### config.mk
export PLATFORM = sky130hd
export DESIGN_NAME = mirror_number_engine_flat
export DESIGN_NICKNAME = d
export VERILOG_FILES = /design/src/rtl/mirror_number_engine_if.sv /design/src/rtl/mirror_number_engine.sv /design/src/flat_wrapper.sv
export SDC_FILE = /design/constraint.sdc
export NUM_CORES = 1
export LEC_CHECK = 0
export ABC_CLOCK_PERIOD_IN_PS = 31800
export BUFFER_PORTS_ARGS = -buffer_cell sky130_fd_sc_hd__buf_2
export CORE_MARGIN = 2
export CORE_UTILIZATION = 30
export CTS_BUF_LIST = sky130_fd_sc_hd__clkbuf_8
export DETAILED_ROUTE_END_ITERATION = 10
export SKIP_LAST_GASP = 1
export SYNTH_ARGS = -nofsm -noshare
export SYNTH_HDL_FRONTEND = slang
export SYNTH_SLANG_ARGS = --single-unit
### constraint.sdc
create_clock -name iClk -period 31.8 [get_ports iClk]
set_clock_uncertainty 0.15 [all_clocks]
set_input_delay 6.36 -clock iClk [delete_from_list [all_inputs] [get_ports iClk]]
set_output_delay 6.36 -clock iClk [all_outputs]
set_load 0.005 [all_outputs]
### src/rtl/mirror_number_engine_if.sv
// Memory-mapped slave bus for mirror_number_engine: active-low select and
// strobes, 2-bit word address, write data and registered read data.
interface mirror_number_engine_if #(
   parameter int DATA_W = 32
);
   logic              iChipSelect_n;
   logic              iWrite_n;
   logic              iRead_n;
   logic [1:0]        iAddress;
   logic [DATA_W-1:0] iData;
   logic [DATA_W-1:0] oData;

   modport master (
      output iChipSelect_n, iWrite_n, iRead_n, iAddress, iData,
      input  oData
   );

   modport slave (
      input  iChipSelect_n, iWrite_n, iRead_n, iAddress, iData,
      output oData
   );
endinterface

### src/rtl/mirror_number_engine.sv
// mirror_number_engine: checks whether an unsigned operand is a digit
// palindrome in base RADIX, peeling off one digit per clock.
// Register map: 0 VALUE (RW), 1 STATUS (RO), 2 REVERSED (RO), 3 CTRL (RW).
// Optional level interrupt oIrq = done & irqEn when MIRROR_IRQ_EN is defined.
module mirror_number_engine #(
   parameter int DATA_W = 32,
   parameter int RADIX  = 10,
   parameter int ACC_W  = DATA_W + 4
) (
   input  logic iClk,
   input  logic iReset,
   mirror_number_engine_if.slave bus
`ifdef MIRROR_IRQ_EN
   ,
   output logic oIrq
`endif
);

   localparam logic [DATA_W-1:0] RADIX_D = DATA_W'(RADIX);
   localparam logic [ACC_W-1:0]  RADIX_A = ACC_W'(RADIX);

   typedef enum logic {IDLE, RUN} state_t;

   state_t            state, stateNext;
   logic [DATA_W-1:0] value, temp, digit;
   logic [ACC_W-1:0]  acc;
   logic [7:0]        digits;
   logic              busy, done, pal, ovf, wrErr, irqEn;
   logic              wrStrobe, rdStrobe, valueWr, ctrlWr, acceptValue;
   logic              stepDigit, finish;
   logic [15:0]       status16;

   assign wrStrobe    = !bus.iChipSelect_n && !bus.iWrite_n;
   assign rdStrobe    = !bus.iChipSelect_n && !bus.iRead_n;
   assign valueWr     = wrStrobe && (bus.iAddress == 2'd0);
   assign ctrlWr      = wrStrobe && (bus.iAddress == 2'd3);
   assign acceptValue = valueWr && (state == IDLE);
   assign digit       = temp % RADIX_D;
   assign status16    = {digits, 3'b000, wrErr, ovf, pal, done, busy};

   // State register
   always_ff @(posedge iClk) begin
      if (iReset) state <= IDLE;
      else        state <= stateNext;
   end

   // Next-state logic: start on an accepted VALUE write, stop once temp is exhausted
   always_comb begin
      stateNext = state;
      case (state)
         IDLE:    if (acceptValue) stateNext = RUN;
         RUN:     if (temp == '0)  stateNext = IDLE;
         default: stateNext = IDLE;
      endcase
   end

   // FSM outputs: busy flag and datapath step/finish enables
   always_comb begin
      busy      = (state == RUN);
      stepDigit = busy && (temp != '0);
      finish    = busy && (temp == '0);
   end

   // Operand, reversal accumulator and status flags
   always_ff @(posedge iClk) begin
      if (iReset) begin
         value  <= '0;
         temp   <= '0;
         acc    <= '0;
         digits <= '0;
         done   <= 1'b0;
         pal    <= 1'b0;
         ovf    <= 1'b0;
         wrErr  <= 1'b0;
      end else if (acceptValue) begin
         value  <= bus.iData;
         temp   <= bus.iData;
         acc    <= '0;
         digits <= '0;
         done   <= 1'b0;
         pal    <= 1'b0;
         ovf    <= 1'b0;
         wrErr  <= 1'b0;
      end else begin
         // A VALUE write that was not accepted arrived while busy
         if (valueWr) wrErr <= 1'b1;
         if (ctrlWr && bus.iData[1]) done <= 1'b0;
         if (stepDigit) begin
            acc    <= acc * RADIX_A + ACC_W'(digit);
            temp   <= temp / RADIX_D;
            digits <= digits + 8'd1;
         end
         // Full-width compare: any bits above DATA_W make the result non-palindromic
         if (finish) begin
            pal  <= (acc == ACC_W'(value));
            ovf  <= |acc[ACC_W-1:DATA_W];
            done <= 1'b1;
         end
      end
   end

`ifdef MIRROR_IRQ_EN
   // Interrupt enable and registered level interrupt
   always_ff @(posedge iClk) begin
      if (iReset) begin
         irqEn <= 1'b0;
         oIrq  <= 1'b0;
      end else begin
         if (ctrlWr) irqEn <= bus.iData[0];
         oIrq <= done & irqEn;
      end
   end
`else
   assign irqEn = 1'b0;
`endif

   // Registered read data; reflects state before any same-cycle write
   always_ff @(posedge iClk) begin
      if (iReset) begin
         bus.oData <= '0;
      end else if (rdStrobe) begin
         case (bus.iAddress)
            2'd0:    bus.oData <= value;
            2'd1:    bus.oData <= DATA_W'(status16);
            2'd2:    bus.oData <= acc[DATA_W-1:0];
            default: bus.oData <= DATA_W'(irqEn);
         endcase
      end
   end

endmodule

### src/flat_wrapper.sv
// flat-port wrapper written by rule: the top's interface ports become plain ports
module mirror_number_engine_flat 
#(
   parameter int DATA_W = 32,
   parameter int RADIX  = 10,
   parameter int ACC_W  = DATA_W + 4
)
  (iClk, iReset, bus_iChipSelect_n, bus_iWrite_n, bus_iRead_n, bus_iAddress, bus_iData, bus_oData);
  mirror_number_engine_if #(.DATA_W(DATA_W)) bus_i ();
  input  logic iClk;
  input  logic iReset;
  input wire logic [$bits(bus_i.iChipSelect_n)-1:0] bus_iChipSelect_n;
  input wire logic [$bits(bus_i.iWrite_n)-1:0] bus_iWrite_n;
  input wire logic [$bits(bus_i.iRead_n)-1:0] bus_iRead_n;
  input wire logic [$bits(bus_i.iAddress)-1:0] bus_iAddress;
  input wire logic [$bits(bus_i.iData)-1:0] bus_iData;
  output wire logic [$bits(bus_i.oData)-1:0] bus_oData;
  assign bus_i.iChipSelect_n = bus_iChipSelect_n;
  assign bus_i.iWrite_n = bus_iWrite_n;
  assign bus_i.iRead_n = bus_iRead_n;
  assign bus_i.iAddress = bus_iAddress;
  assign bus_i.iData = bus_iData;
  assign bus_oData = bus_i.oData;
  mirror_number_engine #(.DATA_W(DATA_W), .RADIX(RADIX), .ACC_W(ACC_W)) u_core (.iClk(iClk), .iReset(iReset), .bus(bus_i));
endmodule
==> out/qor.log <==
qor: min_path.holdPathStages 2
qor: logic_synthesis.post_synth_main_area_contributors dfxtp_1, ha_1, nand2_1
qor: floorplan.io_pins 71
qor: layout.nets 1,849
qor: pwr.p_leak 5.87 nW
qor: place.place.port_buffers 70
qor: sta.final_max_slew_violation_count 0
qor: pwr.cellInternalPower 796 uW
qor: clocking.ctsLongestPathBuffers 2
qor: logic_synthesis.synth_enable_flop_cells 0
qor: place.dp_cells 2,277
qor: detailed_routing.viasPerCell 5.59
qor: worst_setup_path.arrival 18,610 ps
qor: sta.post-route-min-period 18,400 ps
qor: layout.postLayoutCoreUtil 0.334
qor: pwr.netSwitchingPower 908 uW
qor: clocking.clk_pin_slew 100 ps
qor: sta.setup_viol 0
qor: sta.timing.setup.tns 0 ps
qor: clocking.cts_repair_resizes 0
qor: worst_setup_path.sort_of_element_at_the_start_of_the_critical_path flip-flop
qor: logic_synthesis.netlist_instances 1,706
qor: detailed_routing.route.final.wire_length 40,400 um
qor: sta.report.final.hold_viol_count 0
qor: logic_synthesis.ys_top_cells_by_count nand2_1, nor2_1, dfxtp_1, a21oi_1, ha_1
qor: layout.seq_area 2900 um2
qor: global_route.grt_overflow_total 0
qor: clocking.post_cts.repair.setup_buffers 0
qor: clocking.cts.root.buffer_cell clkbuf_8
qor: clocking.cts_hold_buffers 0
qor: clocking.cts_htree_levels 4
qor: detailed_routing.antenna_violating_nets_post_route 0
qor: job.max_cap_viol_count 0
qor: logic_synthesis.synth_area_per_cell 7.76 um2
qor: outcome.result_of_the_run finished, final reports clean
qor: worst_setup_path.setup.worst_path.class flip-flop to flip-flop
qor: detailed_routing.drt_first_pass_iters 6
qor: global_route.initial_antenna_violation_count 6
qor: detailed_routing.dr.first_iter.drc_count 1,042
qor: worst_setup_path.timing.critical_path.slowest_stage_cell a21oi_2
qor: worst_setup_path.depth_of_the_worst_register_to_register_path 72
qor: floorplan.coreArea 43,300 um2
qor: worst_setup_path.library_cell_appearing_most_often_on_the_critical_path a21oi_1
qor: global_route.grt_pass1_vias 12.0k
qor: sta.layout_setup_ws 13,400 ps
qor: worst_setup_path.cp_data_required_time 32,020 ps
qor: clocking.cts_made_buffers 17
qor: logic_synthesis.cell_area_after_synthesis 13,200 um2
qor: clocking.cts_sinks 145
qor: floorplan.die_footprint 45,800 um2
qor: pwr.pwr-share-seq 0.126
qor: clocking.worstSkewPairLatency 470 ps
qor: floorplan.start_util 0.306
qor: place.pre_cts_slack 13,760 ps
qor: sta.tightest_slew 1230 ps
qor: global_route.grt_pass1_wl 64,800 um
qor: detailed_routing.wl_per_cell 17.5 um
qor: min_path.min-delay-path-class flip-flop to flip-flop
qor: place.finalWeightedCongestion 0.882
qor: pwr.peak_ir_drop_on_the_vdd_network 0.104 mV
qor: layout.fill_cells 4,519
qor: floorplan.die_x 214 um
qor: pwr.power.density_cell_area 118 nW/um2
qor: layout.area_overhead_of_the_layout_relative_to_synthesis 9.13%
qor: layout.area_occupied_by_multi_input_gates 9650 um2
qor: place.post-dp-hpwl 30,900 um
qor: sta.grt_setup_unrepaired no
qor: sta.timing.fmax 0.0544 GHz
qor: logic_synthesis.asyncSetResetFlopFracSynth 0
qor: sta.min_period_over_period 0.578
qor: global_route.grt.total_usage 0.172
qor: layout.stdcell_count 2,311
qor: worst_setup_path.critPathMaxStageDelay 840 ps
qor: global_route.grt_max_degree 57
qor: logic_synthesis.cell_taking_the_most_area_after_synthesis dfxtp_1
qor: pwr.share_clk_of_total_power 0.093
qor: clocking.clock_tree_from_tritoncts done
qor: detailed_routing.routed-via-count 12.9k
qor: sta.maxSlewHeadroom 0.177
qor: sta.whs 331 ps
qor: logic_synthesis.synth_seq_area_share 0.219
qor: floorplan.core.rowCount 76
qor: worst_setup_path.critPathCaptureType flip-flop
qor: worst_setup_path.reg2reg_setup_slack 13,400 ps
qor: pwr.power.share.switching 0.533
qor: pwr.comb_power_share 0.781
qor: logic_synthesis.synth_flop_cell dfxtp_1
qor: logic_synthesis.number_of_warnings_reported_in_the_yosys_synthesis_log 0
qor: logic_synthesis.synth.distinct_cells 126
qor: layout.post_route_cells_drive_above_1_share 0.126
qor: floorplan.dieHeight 214 um
qor: detailed_routing.drcViolationCount 0
qor: worst_setup_path.worstPathMaxFanout 24
qor: logic_synthesis.ys_ff_latch 145
qor: logic_synthesis.synth_top_area_share 0.219
qor: logic_synthesis.synth_most_common_cell nand2_1
critical path: cells and delay by family (launching register included):
kind            cells  cell delay (ps)
compound gates     48            11360
simple gates       15             4040
mux                 3              940
flops               1              650
fa+ha+maj           2              620
xor+xnor            3              410
buf+inv             1               70
per-layer routing:
| layer | wire [um] | vias up | GRT usage |
|---|---|---|---|
| li1 | - | 6315 | - |
| met1 | 18900 | 6155 | 0.236 |
| met2 | 18000 | 374 | 0.268 |
| met3 | 2290 | 70 | 0.0335 |
| met4 | 1230 | 8 | 0.0606 |
| met5 | 52 | - | 0 |
final timing paths:
| check | startpoint | end |
|---|---|---|
| min reg2reg | u_core.wrErr | u_core.wrErr |
| max | u_core.temp[30] | u_core.acc[35] |
| max reg2reg | u_core.temp[30] | u_core.acc[35] |
| min | u_core.wrErr | u_core.wrErr |
state kept, by name (all words and copies together) (netlist names):
register and flops:
u_core.done 1, u_core.pal 1, u_core.bus.oData 32, u_core.ovf 1, u_core.busy 1, u_core.acc 36, u_core.wrErr 1, u_core.temp 32
u_core.value 32, u_core.digits 8
cell usage in the layout, fill, tap and decap left out, types with 22 or more instances in the layout:
cell,netlist,final
a21oi_1,126,126
o21a_1,22,22
xnor2_1,71,71
o21bai_1,28,28
o21ai_0,62,62
a22oi_1,26,26
buf_2,9,69
xor2_1,39,39
mux2_2,24,24
nand2_1,174,174
nor3_1,52,52
a22o_1,33,33
nor2_1,161,157
a31oi_1,30,30
inv_1,80,80
dfxtp_1,145,145
mux2i_1,24,24
a211oi_1,29,29
nand3_1,36,36
ha_1,97,97
per-stage QoR:
| stage | instance area [um2] | total power, mW |
|---|---|---|
| floorplan | 13300 | 1.28 |
| global placement | 14000 | 1.49 |
| detailed placement | 14000 | 1.52 |
| CTS | 14400 | 1.69 |
| global route | 14400 | 1.85 |
| finish | 14400 | 1.70 |
power by group through the flow:
stage	Sequential (mW)	Clock [mW]	Combinational, mW
after CTS	0.214	0.161	1.31
after global routing	0.217	0.170	1.46
final	0.215	0.159	1.33
after detailed placement	0.219	0	1.30
after floorplan	0.204	0	1.08
after global placement	0.219	0	1.27
area by class of cell:
type | count | area share
tap | 585 | 0.0507
clock buffer | 17 | 0.0162
sequential | 145 | 0.201
inverter | 84 | 0.0218
multi-input combinational | 1385 | 0.668
timing repair buffer | 78 | 0.0286
antenna | 2 | 0.000347
clock inverter | 15 | 0.0134
kinds of logic (layout without fill, tap and decap cells):
logic type | count (synthesis) | after routing | share of synthesized area
compound gates | 545 | 545 | 0.307
xor+xnor | 110 | 110 | 0.0728
fa+ha+maj | 102 | 102 | 0.0972
buf+inv | 189 | 194 | 0.0568
flops | 145 | 145 | 0.219
mux | 51 | 51 | 0.0425
other cells | 1 | 16 | 0.000283
simple gates | 563 | 563 | 0.204
No activity file was read; power rests on OpenSTA's default activity.
